`config.mk`:
```
export PLATFORM = sky130hd
export DESIGN_NAME = aes256_key_sched_ctrl
export DESIGN_NICKNAME = d
export VERILOG_FILES = /design/src/rtl/aes256_key_sched_ctrl_pkg.sv /design/src/rtl/aes256_key_sched_ctrl.sv
export SDC_FILE = /design/constraint.sdc
export NUM_CORES = 1
export LEC_CHECK = 0
export ABC_AREA = 1
export CAP_MARGIN = 40
export CELL_PAD_IN_SITES_DETAIL_PLACEMENT = 0
export CELL_PAD_IN_SITES_GLOBAL_PLACEMENT = 1
export CORE_MARGIN = 2
export CORE_UTILIZATION = 35
export DETAILED_ROUTE_END_ITERATION = 8
export HOLD_SLACK_MARGIN = 0.1
export PLACE_DENSITY_LB_ADDON = 0.1
export SYNTH_ARGS = -nofsm -noshare
export SYNTH_HDL_FRONTEND = slang
export SYNTH_SLANG_ARGS = --single-unit
```
`constraint.sdc`:
```
create_clock -name clk -period 11.8 [get_ports clk]
set_input_delay 2.95 -clock clk [delete_from_list [all_inputs] [get_ports clk]]
set_output_delay 2.95 -clock clk [all_outputs]
set_load 0.05 [all_outputs]
```
`src/rtl/aes256_key_sched_ctrl_pkg.sv`:
```
// Shared constants, state encoding and word helpers for the AES-256 key schedule controller.
package aes_ks_pkg;
   localparam int NWORDS = 60;
   localparam int NK     = 8;

   typedef enum logic [2:0] {
      ST_IDLE, ST_WAIT_RDY, ST_LOAD, ST_GEN, ST_SUB_WAIT, ST_DONE
   } ks_state_e;

   // Round constants consumed at i = 8, 16, ..., 56; the datapath steps them with xtime.
   localparam logic [7:0] RCON_TBL [7] = '{8'h01, 8'h02, 8'h04, 8'h08, 8'h10, 8'h20, 8'h40};

   function automatic logic [0:31] rot_word(input logic [0:31] w);
      return {w[8:31], w[0:7]};
   endfunction
endpackage

```
`src/rtl/aes256_key_sched_ctrl.sv`:
```
// AES-256 key-expansion sequencer: streams w0..w59 to the round-key store and
// drives the shared subWord S-box unit for every fourth generated word.
module aes256_key_sched_ctrl #(
   parameter int SW_LAT = 1,
   parameter int NWORDS = aes_ks_pkg::NWORDS
) (
   input  logic         clk,
   input  logic         reset,
   input  logic         start,
   input  logic [0:255] key_in,
   input  logic         sw_ready,
   output logic [0:31]  sw_in,
   input  logic [0:31]  sw_out,
   output logic         wk_valid,
   output logic [5:0]   wk_idx,
   output logic [0:31]  wk_data,
   output logic         busy,
   output logic         done
);
   import aes_ks_pkg::*;

   localparam int            CW       = $clog2(SW_LAT + 1);
   localparam logic [CW-1:0] LAT      = CW'(SW_LAT);
   localparam logic [5:0]    LAST_IDX = 6'(NWORDS - 1);

   ks_state_e     state_q, state_d;
   logic [0:31]   win_q [NK];
   logic [0:31]   win_d [NK];
   logic [5:0]    idx_q, idx_d;
   logic [7:0]    rcon_q, rcon_d;
   logic [CW-1:0] cnt_q, cnt_d;
   logic [0:31]   sw_in_q, sw_in_d;
   logic          wk_valid_q, wk_valid_d;
   logic [5:0]    wk_idx_q, wk_idx_d;
   logic [0:31]   wk_data_q, wk_data_d;
   logic          done_q, done_d;

   logic [0:31]   p, q, sw_word, new_word;
   logic          issue, shift;

   function automatic logic [7:0] xtime(input logic [7:0] b);
      return {b[6:0], 1'b0} ^ (b[7] ? 8'h1b : 8'h00);
   endfunction

   // Window slot 7 is always w[i-1] and slot 0 is w[i-8] once LOAD has finished.
   assign p       = win_q[NK-1];
   assign q       = win_q[0];
   assign issue   = (state_q == ST_GEN) && sw_ready && (idx_q[1:0] == 2'b00);
   assign sw_word = (idx_q[2:0] == 3'd0) ? rot_word(p) : p;

   // The issue cycle shows the word combinationally so the S-box latency starts there.
   assign sw_in    = issue ? sw_word : sw_in_q;
   assign wk_valid = wk_valid_q;
   assign wk_idx   = wk_idx_q;
   assign wk_data  = wk_data_q;
   assign busy     = (state_q != ST_IDLE);
   assign done     = done_q;

   always_comb begin
      state_d    = state_q;
      win_d      = win_q;
      idx_d      = idx_q;
      rcon_d     = rcon_q;
      cnt_d      = cnt_q;
      sw_in_d    = sw_in_q;
      wk_valid_d = 1'b0;
      wk_idx_d   = wk_idx_q;
      wk_data_d  = wk_data_q;
      done_d     = 1'b0;
      shift      = 1'b0;
      new_word   = q ^ p;
      case (state_q)
         ST_IDLE: begin
            if (start && !done_q) begin
               for (int k = 0; k < NK; k++) win_d[k] = key_in[k*32 +: 32];
               rcon_d = RCON_TBL[0];
               if (sw_ready) begin
                  wk_valid_d = 1'b1;
                  wk_idx_d   = 6'd0;
                  wk_data_d  = key_in[0:31];
                  idx_d      = 6'd1;
                  state_d    = ST_LOAD;
               end else begin
                  idx_d   = 6'd0;
                  state_d = ST_WAIT_RDY;
               end
            end
         end
         ST_WAIT_RDY: begin
            if (sw_ready) begin
               wk_valid_d = 1'b1;
               wk_idx_d   = 6'd0;
               wk_data_d  = win_q[0];
               idx_d      = 6'd1;
               state_d    = ST_LOAD;
            end
         end
         ST_LOAD: begin
            wk_valid_d = 1'b1;
            wk_idx_d   = idx_q;
            wk_data_d  = win_q[idx_q[2:0]];
            idx_d      = idx_q + 6'd1;
            if (idx_q[2:0] == 3'd7) state_d = ST_GEN;
         end
         ST_GEN: begin
            if (issue) begin
               sw_in_d = sw_word;
               cnt_d   = CW'(1);
               state_d = ST_SUB_WAIT;
            end else if (sw_ready) begin
               shift = 1'b1;
            end
         end
         ST_SUB_WAIT: begin
            if (cnt_q == LAT) begin
               new_word = q ^ sw_out ^ ((idx_q[2:0] == 3'd0) ? {rcon_q, 24'h0} : 32'h0);
               if (idx_q[2:0] == 3'd0) rcon_d = xtime(rcon_q);
               shift   = 1'b1;
               state_d = ST_GEN;
            end else begin
               cnt_d = cnt_q + 1'b1;
            end
         end
         ST_DONE: begin
            done_d  = 1'b1;
            state_d = ST_IDLE;
         end
         default: state_d = ST_IDLE;
      endcase
      if (shift) begin
         for (int k = 0; k < NK - 1; k++) win_d[k] = win_q[k+1];
         win_d[NK-1] = new_word;
         wk_valid_d  = 1'b1;
         wk_idx_d    = idx_q;
         wk_data_d   = new_word;
         idx_d       = idx_q + 6'd1;
         if (idx_q == LAST_IDX) state_d = ST_DONE;
      end
   end

   always_ff @(posedge clk or posedge reset) begin
      if (reset) begin
         state_q    <= ST_IDLE;
         for (int k = 0; k < NK; k++) win_q[k] <= '0;
         idx_q      <= '0;
         rcon_q     <= RCON_TBL[0];
         cnt_q      <= '0;
         sw_in_q    <= '0;
         wk_valid_q <= 1'b0;
         wk_idx_q   <= '0;
         wk_data_q  <= '0;
         done_q     <= 1'b0;
      end else begin
         state_q    <= state_d;
         win_q      <= win_d;
         idx_q      <= idx_d;
         rcon_q     <= rcon_d;
         cnt_q      <= cnt_d;
         sw_in_q    <= sw_in_d;
         wk_valid_q <= wk_valid_d;
         wk_idx_q   <= wk_idx_d;
         wk_data_q  <= wk_data_d;
         done_q     <= done_d;
      end
   end
endmodule

```
==> impl_metrics.py <==
metrics = {
    "yosys": {
        "synth_ff_type": "dfrtp_1",
        "synth_top_family_by_area": "simple AND/OR/NAND/NOR gates",
        "muxShareOfSynthArea_pct": 0,
        "synth_simple_gate_area_share_pct": 23.45,
        "synth_compound_area_share_pct": 21.64,
        "syn_nets": 3018,
        "synth_area_mm2": 0.01999,
        "yosys.area.top_type": "dfrtp_1",
        "synth_edf_count": 0,
        "yosysSeqAreaShare_pct": 43.32,
        "ys_seq_elements": 346,
        "synth_xor_area_share_pct": 0.5258,
        "yosys_warnings": 0,
        "async_reset_ff_share_pct": 100.0,
        "netlist_top_cells_area": "dfrtp_1 (43%), nand2_1 (15%), a22oi_1 (11%)",
        "synth-adder-area-share_pct": 0.1878,
        "yosysUniqueCellTypes": 32,
        "avgSynthCellArea_um2": 7.341,
        "synth_top_area_share_pct": 43.19,
        "synth_cells": 2723,
    },
    "power": {
        "powerDensity_mw_per_mm2": 298.9,
        "p_sw_share_pct": 49.50,
        "p_total_mw": 7.650,
        "p_comb_share_pct": 52.7,
        "clkPwrFrac_pct": 17.3,
        "power_frac_seq_pct": 29.9,
        "irDropWorstVdd_uv": 197.4,
        "p_int_mw": 3.863,
        "p_switching_mw": 3.786,
        "p_leak_nw": 11.81,
    },
    "worst_setup_path": {
        "reg2reg_from": "idx_q[0]",
        "endpoint_kind": "primary output",
        "critical_path_required_ps": 8850,
        "crit_arrival_ps": 5760,
        "crit_slowest_cell": "clkdlybuf4s50_1",
        "crit_fanout": 99,
        "worstPathCellList": "clkdlybuf4s50_1 -> inv_1 -> nor3_4 -> buf_4 -> nor2_1 -> a31oi_1 -> clkdlybuf4s50_1",
        "worst_setup_path_start_kind": "input port",
        "slowest_delay_ps": 840,
        "criticalPathCategory": "in -> out",
        "cp_common_cell": "clkdlybuf4s50_1",
        "worstSetupStartpoint": "sw_ready",
    },
    "placement": {
        "place_inst": 3687,
        "routabilityCongestion": 0.8181,
        "dpl_cell_area_mm2": 0.02420,
        "numPortBuffers": 364,
        "pre_cts_ws_ps": 3157,
        "dp_hpwl_um": 54210,
    },
    "timing": {
        "fmax_ghz": 0.1148,
        "worstMarginPinSlew_ps": 1121,
        "max-slew-margin-rel_pct": 25.24,
        "fin_skew_ps": 16.77,
        "whs_ps": 495.2,
        "hold_violations": 0,
        "min_period_ps": 8714,
        "finalWorstSetupSlack_ps": 3086,
        "final.period_utilization_pct": 73.85,
        "setup_tns_ps": 0,
        "slew_viol_final": 0,
        "rsz0062_at_grt": "no",
        "setup_viol": 0,
    },
    "detailed_routing": {
        "met3_length_um": 5838,
        "wl_met1_um": 38720,
        "ant_nets": 0,
        "drc_errors": 0,
        "via_per_inst": 5.406,
        "wl_met2_um": 36770,
        "wire_per_inst_um": 22.12,
        "vias": 20370,
        "wl_um": 83350,
        "routed.top_layer": "met5",
        "drtIter0Drc": 1736,
        "firstDrtPassIters": 5,
    },
    "die": {
        "die-area_mm2": 0.05904,
        "die_y_um": 243.0,
        "io_pins": 365,
        "num_rows": 87,
        "initial_utilization_pct": 35.45,
        "coreArea_mm2": 0.05639,
        "die_w_um": 243.0,
    },
    "clocking": {
        "cts_buffers": 43,
        "clk_pin_slew_ps": 60,
        "cts-root-buf": "clkbuf_16",
        "post_cts_buffers": 0,
        "clock_latency_ps": 570,
        "ctsResizeCount": 0,
        "cts_tree": "built",
        "clockBufferDepth": 3,
        "htreeDepth": 2,
        "cts.sinks": 346,
        "hold_buffers": 0,
    },
    "min_path": {
        "hp-start": "wk_idx[0]",
        "min_path_type": "reg -> reg",
    },
    "global_route": {
        "grt_pass1_wl_um": 124900,
        "grt_max_degree": 213,
        "grt-ovfl-total": 0,
        "grt_pass1_vias": 19640,
        "grtUsageTotal_pct": 27.57,
        "antenna_found_initial": 16,
    },
    "outcome": {
        "status": "completed",
    },
    "layout": {
        "synthToLayoutAreaGrowth_pct": 28.02,
        "final_cell_area_mm2": 0.02559,
        "layout-drive-gt1-share_pct": 4.757,
        "layoutNonFillerInstCount": 3769,
        "final_nets": 3271,
        "fin_util_pct": 45.38,
    },
    "job": {
        "cap_viol_max_count": 0,
    },
}
==> synth_stat cells, types with 8 or more instances <==
cell type  count
nand2_1      788
dfrtp_1      345
inv_1        318
a22oi_1      283
nand3_1      262
o21ai_0      161
o21ai_1      109
nor2_1        83
clkbuf_1      78
buf_2         75
a31oi_1       64
a21oi_1       62
buf_1         20
buf_6         15
o21ai_2       10
inv_2          8
==> cells in the final DEF (no fill, tap or decap), types with 2 or more instances in the layout <==
cell type and count:
buf_4 21, dfrtp_2 3, xor2_1 6, nor2_2 3, clkinv_2 8, buf_12 7
o21ai_0 161, o211ai_1 6, clkbuf_16 43, o21ai_2 10, diode_2 7, clkbuf_8 14
nand2_1 786, o21ai_1 109, a22oi_1 283, nor3_4 2, clkdlybuf4s50_1 364, nor2_1 82
dfrtp_1 341, clkbuf_1 8, ha_1 3, a21oi_1 62, nand2_2 3, inv_6 2
nor2_4 3, inv_2 9, inv_1 315, xnor2_1 6, buf_16 7, nand3_1 262
a31oi_1 64
==> routing by layer <==
layer | vias to the layer above | GRT usage, %
met2 | 788 | 41.18
met3 | 116 | 4.401
met4 | 18 | 8.409
met1 | 9853 | 40.74
met5 | - | 0
li1 | 9599 | -
==> layout make-up <==
type	instances	area, um^2
antenna	7	17.52
clock buffer	65	1299
clock inverter	10	78.83
fill	5855	30800
inverter	328	1242
multi-input combinational	1857	9191
sequential	346	8667
tap	756	945.9
timing repair buffer	400	4149
==> power groups by stage <==
stage               logic [mW]  clock network (mW)  registers (mW)
floorplan                 2.63                   0            2.25
global placement          3.87                   0            2.29
detailed placement        3.99                   0            2.30
CTS                       4.02                1.36            2.28
global route              4.47                1.40            2.35
finish                    4.04                1.33            2.29
==> flip-flops by register name, summed over array words and instances (netlist names) <==
name      count
wk_data      32
p            32
idx_q         6
wk_idx        6
done          1
sw_in_q      32
wk_valid      1
win_q       192
state_q       3
q            32
cnt_q         1
rcon_q        8
==> worst paths after layout <==
path	to	slack [ps]	cells after the start
min	wk_idx[0]	500	2
max reg2reg	wk_data[19]	7060	10
max	sw_in[20]	3090	7
min in group asynchronous	win_q[189]	2760	2
min reg2reg	wk_idx[0]	500	2
max in group asynchronous	win_q[144]	7130	4
==> critical path, delay by kind of cell <==
family | cells | cell delay (ps)
compound gates | 1 | 250
simple gates | 2 | 330
buf+inv | 4 | 2170
==> logic make-up (layout without fill, tap and decap cells) <==
kind of cell               after synthesis  in the layout
xor gates and xnor gates                12             12
AOI/OAI and AO/OA                      696            696
adders and majority gates                3              3
buffers and inverters                  520            803
DFF                                    346            346
and+or+nand+nor                       1146           1146
other                                    0              7
(Power assumes the default switching activity.)
